===== config.mk =====
export PLATFORM = sky130hd
export DESIGN_NAME = cdb_broadcaster_flat
export DESIGN_NICKNAME = d
export VERILOG_FILES = /design/src/rtl/cdb_broadcaster_if.sv /design/src/rtl/cdb_broadcaster.sv /design/src/flat_wrapper.sv
export SDC_FILE = /design/constraint.sdc
export NUM_CORES = 1
export LEC_CHECK = 0
export CAP_MARGIN = 0
export CORE_MARGIN = 4
export CORE_UTILIZATION = 30
export CTS_BUF_LIST = sky130_fd_sc_hd__clkbuf_8
export DETAILED_ROUTE_END_ITERATION = 8
export GPL_TIMING_DRIVEN = 0
export PLACE_DENSITY = 0.8
export SYNTH_ARGS = -nofsm -noshare
export SYNTH_HDL_FRONTEND = slang
export SYNTH_SLANG_ARGS = --single-unit

===== constraint.sdc =====
create_clock -name clk -period 5.55 [get_ports clk]
set_clock_uncertainty 0.2 [all_clocks]
set_input_delay 1.11 -clock clk [delete_from_list [all_inputs] [get_ports clk]]
set_output_delay 1.11 -clock clk [all_outputs]
set_load 0.01 [all_outputs]

===== src/rtl/cdb_broadcaster_if.sv =====
// Common-data-bus handshake bundle: functional-unit result inputs, consumer
// controls and the registered broadcast outputs.
interface cdb_broadcaster_if #(
  parameter int unsigned N_SRC  = 4,
  parameter int unsigned TAG_W  = 6,
  parameter int unsigned DATA_W = 32
);
  localparam int unsigned SRC_W = (N_SRC > 1) ? $clog2(N_SRC) : 1;

  logic [N_SRC-1:0]        fu_valid;
  logic [N_SRC-1:0]        fu_ready;
  logic [N_SRC*TAG_W-1:0]  fu_tag;
  logic [N_SRC*DATA_W-1:0] fu_data;
  logic                    cdb_stall;
  logic                    flush;
  logic                    cdb_valid;
  logic [TAG_W-1:0]        cdb_tag;
  logic [DATA_W-1:0]       cdb_data;
  logic [SRC_W-1:0]        cdb_src;

  // master: the broadcaster itself; slave: the sources/consumers around it
  modport master (
    input  fu_valid, fu_tag, fu_data, cdb_stall, flush,
    output fu_ready, cdb_valid, cdb_tag, cdb_data, cdb_src
  );

  modport slave (
    output fu_valid, fu_tag, fu_data, cdb_stall, flush,
    input  fu_ready, cdb_valid, cdb_tag, cdb_data, cdb_src
  );
endinterface


===== src/rtl/cdb_broadcaster.sv =====
// CDB broadcaster: round-robin grant of one completed FU result per cycle,
// driven onto a registered tag/value broadcast.
module cdb_broadcaster #(
  parameter int unsigned N_SRC  = 4,
  parameter int unsigned TAG_W  = 6,
  parameter int unsigned DATA_W = 32
) (
  input logic               clk,
  input logic               rst_n,
  cdb_broadcaster_if.master bus
);
  localparam int unsigned SRC_W = (N_SRC > 1) ? $clog2(N_SRC) : 1;

  logic [SRC_W-1:0]  rr_ptr;
  logic [SRC_W-1:0]  gnt_idx;
  logic [SRC_W-1:0]  probe;
  logic              gnt_found;
  logic              gnt_ok;
  logic [TAG_W-1:0]  sel_tag;
  logic [DATA_W-1:0] sel_data;

  // Search rr_ptr, rr_ptr+1, ... ; the index wraps naturally since N_SRC is 2^SRC_W
  always_comb begin
    gnt_found = 1'b0;
    gnt_idx   = '0;
    probe     = '0;
    for (int unsigned k = 0; k < N_SRC; k++) begin
      probe = rr_ptr + SRC_W'(k);
      if (!gnt_found && bus.fu_valid[probe]) begin
        gnt_found = 1'b1;
        gnt_idx   = probe;
      end
    end
  end

  assign gnt_ok = gnt_found && !bus.flush && !bus.cdb_stall && rst_n;

  always_comb begin
    bus.fu_ready = '0;
    sel_tag      = '0;
    sel_data     = '0;
    for (int unsigned i = 0; i < N_SRC; i++) begin
      if (gnt_idx == SRC_W'(i)) begin
        bus.fu_ready[i] = gnt_ok;
        sel_tag         = bus.fu_tag[i*TAG_W +: TAG_W];
        sel_data        = bus.fu_data[i*DATA_W +: DATA_W];
      end
    end
  end

  always_ff @(posedge clk or negedge rst_n) begin
    if (!rst_n) begin
      rr_ptr        <= '0;
      bus.cdb_valid <= 1'b0;
      bus.cdb_tag   <= '0;
      bus.cdb_data  <= '0;
      bus.cdb_src   <= '0;
    end else if (gnt_ok) begin
      rr_ptr        <= gnt_idx + SRC_W'(1);
      bus.cdb_valid <= 1'b1;
      bus.cdb_tag   <= sel_tag;
      bus.cdb_data  <= sel_data;
      bus.cdb_src   <= gnt_idx;
    end else begin
      bus.cdb_valid <= 1'b0;
    end
  end
endmodule


===== src/flat_wrapper.sv =====
// flat-port wrapper written by rule: the top's interface ports become plain ports
module cdb_broadcaster_flat 
#(
  parameter int unsigned N_SRC  = 4,
  parameter int unsigned TAG_W  = 6,
  parameter int unsigned DATA_W = 32
)
  (clk, rst_n, bus_fu_valid, bus_fu_tag, bus_fu_data, bus_cdb_stall, bus_flush, bus_fu_ready, bus_cdb_valid, bus_cdb_tag, bus_cdb_data, bus_cdb_src);
  cdb_broadcaster_if #(.N_SRC(N_SRC), .TAG_W(TAG_W), .DATA_W(DATA_W)) bus_i ();
  input logic clk;
  input logic rst_n;
  input wire logic [$bits(bus_i.fu_valid)-1:0] bus_fu_valid;
  input wire logic [$bits(bus_i.fu_tag)-1:0] bus_fu_tag;
  input wire logic [$bits(bus_i.fu_data)-1:0] bus_fu_data;
  input wire logic [$bits(bus_i.cdb_stall)-1:0] bus_cdb_stall;
  input wire logic [$bits(bus_i.flush)-1:0] bus_flush;
  output wire logic [$bits(bus_i.fu_ready)-1:0] bus_fu_ready;
  output wire logic [$bits(bus_i.cdb_valid)-1:0] bus_cdb_valid;
  output wire logic [$bits(bus_i.cdb_tag)-1:0] bus_cdb_tag;
  output wire logic [$bits(bus_i.cdb_data)-1:0] bus_cdb_data;
  output wire logic [$bits(bus_i.cdb_src)-1:0] bus_cdb_src;
  assign bus_i.fu_valid = bus_fu_valid;
  assign bus_i.fu_tag = bus_fu_tag;
  assign bus_i.fu_data = bus_fu_data;
  assign bus_i.cdb_stall = bus_cdb_stall;
  assign bus_i.flush = bus_flush;
  assign bus_fu_ready = bus_i.fu_ready;
  assign bus_cdb_valid = bus_i.cdb_valid;
  assign bus_cdb_tag = bus_i.cdb_tag;
  assign bus_cdb_data = bus_i.cdb_data;
  assign bus_cdb_src = bus_i.cdb_src;
  cdb_broadcaster #(.N_SRC(N_SRC), .TAG_W(TAG_W), .DATA_W(DATA_W)) u_core (.clk(clk), .rst_n(rst_n), .bus(bus_i));
endmodule

### Word-level counts from Yosys, hierarchy flattened

Cells that the tools add are included.

| storage, ports and cells | value |
|---|---|
| output and inout port bits | 45 |
| bits in registers | 43 |

| operators by class | value |
|---|---|
| magnitude comparators | 4 |
| multiplexer cells | 29 |
| $add $sub $neg | 4 |
| equality and inequality tests | 3 |
| reduce and logical (&&, ||, !) cells | 12 |

Operator list:

| operator | number |
|---|---|
| $mux W32 | 4 |
| $mux W6 | 4 |
| $mux W1 | 13 |
| $lt A2 B3 Y1 const B | 4 |
| $bmux W1 S2 | 4 |
| $mux W2 | 4 |
| $logic_and A1 B1 Y1 | 6 |
| $logic_not A1 Y1 | 5 |
| $add A2 B1 Y2 const B | 2 |
| $add A2 B2 Y2 const B | 2 |
| $eq A2 B2 Y1 const B | 2 |
| $eq A2 B1 Y1 const B | 1 |
| $logic_not A2 Y1 | 1 |

### Longest topological paths before layout

Gate-level depths: netlist of the first run.

| depth | value |
|---|---|
| depth after elaboration | 17 |
| depth in mapped cells | 9 |
| gate-level depth less buffers | 7 |

### Worst setup path after synthesis of the first run

No wires, ideal clock.

| timing | value |
|---|---|
| kind | in2out |
| start point | in bus_fu_valid[0] |
| end point | out bus_fu_ready[2] |
| stages on the path | 7 |
| setup slack | 1.454 ns |
| required time | 4.240 ns |
| arrival time | 2.786 ns |
| cell sequence | nor3b_1 > or3_1 > ha_1 > clkbuf_1 > clkbuf_1 > clkbuf_1 > and3_1 |

| on the way | value |
|---|---|
| cells in the longest elaborated chain, start to end | 16 |

RTL lines:

| item | line | source |
|---|---|---|
| from (decl) | flat_wrapper.sv:12 | `input wire logic [$bits(bus_i.fu_valid)-1:0] bus_fu_valid;` |
| $bmux W1 S2 | cdb_broadcaster.sv:29 | `if (!gnt_found && bus.fu_valid[probe]) begin` |
| $mux W1 (implied by the code) | cdb_broadcaster.sv:29 |  |
| $mux W1 | cdb_broadcaster.sv:29 |  |
| $logic_not A1 Y1 | cdb_broadcaster.sv:29 |  |
| $logic_and A1 B1 Y1 | cdb_broadcaster.sv:29 |  |
| $mux W1 | cdb_broadcaster.sv:29 |  |
| $logic_not A1 Y1 | cdb_broadcaster.sv:29 |  |
| $logic_and A1 B1 Y1 | cdb_broadcaster.sv:29 |  |
| $mux W1 | cdb_broadcaster.sv:29 |  |
| $logic_not A1 Y1 | cdb_broadcaster.sv:29 |  |
| $logic_and A1 B1 Y1 | cdb_broadcaster.sv:29 |  |
| $mux W1 | cdb_broadcaster.sv:29 |  |
| $logic_and A1 B1 Y1 (3 in series) | cdb_broadcaster.sv:36 | `assign gnt_ok = gnt_found && !bus.flush && !bus.cdb_stall && rst_n;` |
| $mux W1 (*) | cdb_broadcaster.sv:43 | `if (gnt_idx == SRC_W'(i)) begin` |
| to (decl) | flat_wrapper.sv:17 | `output wire logic [$bits(bus_i.fu_ready)-1:0] bus_fu_ready;` |

Every way passes the cells marked *; elsewhere a longest branch is shown, timed or not. The select of a mux whose other input is x is not followed.

### Worst setup path after layout of the first run

| timing | value |
|---|---|
| start point | in bus_fu_valid[1] |
| end point | out bus_fu_ready[1] |

RTL lines:

| item | line | source |
|---|---|---|
| $bmux W1 S2 | cdb_broadcaster.sv:29 |  |
| $mux W1 (implied by the code) | cdb_broadcaster.sv:29 |  |
| $mux W1 | cdb_broadcaster.sv:29 |  |
| $logic_not A1 Y1 | cdb_broadcaster.sv:29 |  |
| $logic_and A1 B1 Y1 | cdb_broadcaster.sv:29 |  |
| $mux W1 | cdb_broadcaster.sv:29 |  |
| $logic_not A1 Y1 | cdb_broadcaster.sv:29 |  |
| $logic_and A1 B1 Y1 | cdb_broadcaster.sv:29 |  |
| $mux W1 | cdb_broadcaster.sv:29 |  |
| $logic_not A1 Y1 | cdb_broadcaster.sv:29 |  |
| $logic_and A1 B1 Y1 | cdb_broadcaster.sv:29 |  |
| $mux W2 (*) | cdb_broadcaster.sv:29 |  |
| named net u_core.gnt_idx[0] | cdb_broadcaster.sv:15 | `logic [SRC_W-1:0] gnt_idx;` |
| $eq A2 B1 Y1 (*) | cdb_broadcaster.sv:43 |  |
| $mux W1 (*) | cdb_broadcaster.sv:43 |  |

The timed path passes the listed nets; every way through them passes the cells marked *. The select of a mux whose other input is x is not followed.

==> results.py, run 1 <==
metrics = {
    "status": {
        "status": "complete, no violations",
    },
    "drt": {
        "drc": 0,
        "drt-total-wl_mm": 13.70,
        "via_count": 3938,
        "met3_length_mm": 1.370,
        "drt-initial-drc-count": 257,
        "wl_per_cell_um": 18.62,
        "m1WireLength_mm": 5.231,
        "top_layer": "met4",
        "dr.pass1.iters": 5,
        "wl_met2_mm": 6.730,
        "routed_via_density": 5.351,
        "ant_nets": 0,
    },
    "setup_path": {
        "worstPathCellList": "clkdlybuf4s50_1 > nand2b_1 > and3_1 > nor3_1 > ha_1 > buf_4 > clkbuf_1 > and3_1 > clkdlybuf4s50_1",
        "crit_required_ns": 4.24,
        "path_delay_family": "buffers and inverters",
        "crit_arrival_ns": 4.04,
        "startpoint_type": "input pin",
        "worstPathBufferInverterCount": 4,
        "path_max_fanout": 10,
        "worst_path_largest_cell_delay_ns": 0.59,
        "end_kind": "output port",
        "crit_type": "input pin to output port",
        "cp_slowest_cell": "clkdlybuf4s50_1",
    },
    "yosys": {
        "synth_seq_cells": 43,
        "synth_edf_count": 0,
        "synth_seq_area_share": 0.3433,
        "synth_fa_ha_area_frac": 0.01597,
        "syn-cell-area_sq_um": 3134,
        "synth.avg_cell_area_sq_um": 8.057,
        "yosys_most_used_dff": "dfrtp_1",
        "synth-compound-area-share": 0.3409,
        "yosys.area_share.simple": 0.1804,
        "synth_top_family_by_area": "compound AO/OA/AOI/OAI gates",
        "synthesis.nets": 553,
        "synth.distinct_cells": 31,
        "ys_async_sr_fraction": 1.000,
        "yosys_warnings": 0,
        "synth-xor-area-share": 0,
        "yosys-mux-area-fraction": 0.004790,
        "syn_inst": 389,
    },
    "worst_hold_path": {
        "min_path_type": "flop to flop",
    },
    "clocking": {
        "cts_hold_repair.buffers": 0,
        "cts_setup_buffers": 0,
        "clock_latency_ns": 0.30,
        "clockBufferDepth": 2,
        "cts_buffers": 5,
        "clkTransAtPathRegs_ns": 0.09,
        "cts_sinks": 43,
        "htreeDepth": 2,
        "cts_tree": "yes",
        "cts-root-buf": "clkbuf_8",
    },
    "run": {
        "drv_cap": 0,
    },
    "timing": {
        "rsz0062_at_grt": "no",
        "setup_viol": 0,
        "fmax_mhz": 186.7,
        "slew_headroom": 0.4581,
        "worst_slew_pin_slew_ns": 0.8093,
        "finalMaxSlewViolations": 0,
        "finalHoldViolCount": 0,
        "layout_min_cycle_time_ns": 5.355,
        "min_period_over_period": 0.9649,
    },
    "power_and_ir_drop": {
        "p_leak_nw": 2.133,
        "irDropWorstVdd_v": 0.0001674,
        "p_per_area_nw_per_um2": 348.0,
    },
    "placed_design": {
        "io_buffers": 204,
        "gp_congestion": 0.8156,
        "dpl-instance-area_sq_um": 5361,
        "post-dp-hpwl_mm": 10.48,
    },
    "floorplan": {
        "core_region_area_sq_um": 10230,
        "pin_count": 205,
        "die_height_um": 110.2,
        "dieArea_sq_um": 12150,
        "row_count": 37,
        "start_util": 0.3063,
        "dieWidth_um": 110.2,
    },
    "finish": {
        "n_antenna_cell": 0,
        "nNetsFinal": 763,
        "utilization": 0.5320,
        "final_area_sq_um": 5443,
        "drive_gt1_frac": 0.05000,
        "area_growth_pct": 73.65,
    },
    "global_route": {
        "antenna_found_initial": 0,
        "grt_max_degree": 25,
        "overflow": 0,
        "grt_pass1_wl_mm": 20.50,
        "grt_usage": 0.2161,
        "first_global_vias": 4130,
    },
}
[power by group]
group	total, W	switching, W	internal [W]
Combinational	0.00118	0.000573	0.000609
Sequential	0.000513	0.0000816	0.000431
Clock	0.000199	0.000114	0.0000850
[sequential cells by signal (all words and copies together), names as in the netlist]
signal / cells
u_core.bus.cdb_data: 32
u_core.bus.cdb_tag: 6
u_core.bus.cdb_src: 2
u_core.rr_ptr: 2
u_core.bus.cdb_valid: 1
[cell type report]
cell class | instances | area (sq um)
buffer | 41 | 205.2
clock buffer | 5 | 68.82
clock inverter | 3 | 12.51
fill | 970 | 4788
inverter | 39 | 148.9
multi-input combinational | 264 | 1704
sequential | 43 | 1076
tap | 136 | 170.2
timing repair buffer | 205 | 2057
[synth_stat cells (2+ instances only)]
cell	number	area share
buf_6	5	0.018
or3_1	2	0.0040
nand3b_1	38	0.091
nand2_1	41	0.049
nor3_1	2	0.0032
buf_2	6	0.0096
o21ai_0	3	0.0048
a31oi_1	40	0.080
and3_1	5	0.010
ha_1	4	0.016
a221o_1	38	0.12
clkbuf_1	30	0.036
inv_1	38	0.046
dfrtp_1	43	0.34
a21oi_1	78	0.12
[final timing paths]
check,from,endpoint,slack (ns),cells past startpoint
worst max-delay path,bus_fu_valid[1],bus_fu_ready[1],0.20,9
min in group asynchronous,rst_n,u_core.bus.cdb_data[7],0.56,1
worst max register to register,u_core.rr_ptr[1],u_core.bus.cdb_data[22],2.37,9
worst min-delay path,u_core.bus.cdb_src[1],u_core.bus.cdb_src[1],0.34,2
max in group asynchronous,rst_n,u_core.bus.cdb_data[27],4.06,2
worst min register to register,u_core.bus.cdb_src[1],u_core.bus.cdb_src[1],0.34,2
[worst register-to-register path, delay by kind of cell, from the launching register on]
family,cells,cell delay (ns)
flops,1,0.46
compound gates,2,0.58
fa+ha+maj,1,0.21
simple gates,3,0.82
buf+inv,3,0.84
[per-stage QoR]
| stage | setup TNS, ns | setup slack, ns | instances | hold slack, ns | total power (W) |
|---|---|---|---|---|---|
| after floorplan | 0 | 1.454 | 389 | 0.3377 | 0.001135 |
| after global placement | -3.448 | -0.8691 | 729 | 0.3280 | 0.001665 |
| after detailed placement | -0.4263 | -0.2256 | 730 | 0.3248 | 0.001701 |
| after CTS | 0 | 0.002277 | 738 | 0.3446 | 0.001902 |
| after global routing | 0 | 0.02651 | 736 | 0.3786 | 0.002023 |
| final | 0 | 0.1950 | 736 | 0.3361 | 0.001894 |
[placed cells by master, fill, tap and decap left out, types with 3 or more instances in the layout]
master           count
nand3b_1            38
inv_1               40
buf_2                7
clkbuf_8             5
a21oi_1             78
a31oi_1             40
nand2_1             41
ha_1                 4
and3_1               5
clkbuf_1            26
clkdlybuf4s50_1    203
o21ai_0              3
buf_6                5
dfrtp_1             43
a221o_1             38
[routing by layer]
metal	vias up	GRT usage
met2	211	0.3886
met3	27	0.04485
met5	-	0
li1	1854	-
met1	1846	0.2533
met4	0	0.07652
[what timing repair did]
item / in CTS / in global routing
setup endpoints to repair: 2 / 2
endpoints found under the hold margin: 0 / 0
resized for setup: 3 / 0
gates cloned: 0 / 0
[logic make-up (layout without fill, tap and decap cells)]
kind of cell / count (synthesis) / in the layout
AOI/OAI and AO/OA: 163 / 163
and+or+nand+nor: 96 / 96
buffers and inverters: 82 / 293
DFF: 43 / 43
adders and majority gates: 4 / 4
muxes: 1 / 1
Power figures use the tool's default switching activity.
==> inputs of run 2 (changes only) <==
--- a/config.mk
+++ b/config.mk
@@ -5,7 +5,7 @@
 export SDC_FILE = /design/constraint.sdc
 export NUM_CORES = 1
 export LEC_CHECK = 0
-export CAP_MARGIN = 0
+export CAP_MARGIN = 20
 export CORE_MARGIN = 4
 export CORE_UTILIZATION = 30
 export CTS_BUF_LIST = sky130_fd_sc_hd__clkbuf_8
==> results of run 2 <==
The final DEF is identical to that of run 1; final timing and power are the same.
==> inputs of run 3 (changes only) <==
--- a/config.mk
+++ b/config.mk
@@ -5,7 +5,7 @@
 export SDC_FILE = /design/constraint.sdc
 export NUM_CORES = 1
 export LEC_CHECK = 0
-export CAP_MARGIN = 20
+export CAP_MARGIN = 25
 export CORE_MARGIN = 4
 export CORE_UTILIZATION = 30
 export CTS_BUF_LIST = sky130_fd_sc_hd__clkbuf_8
==> results of run 3 <==
The final DEF is identical to that of run 1; final timing and power are the same.
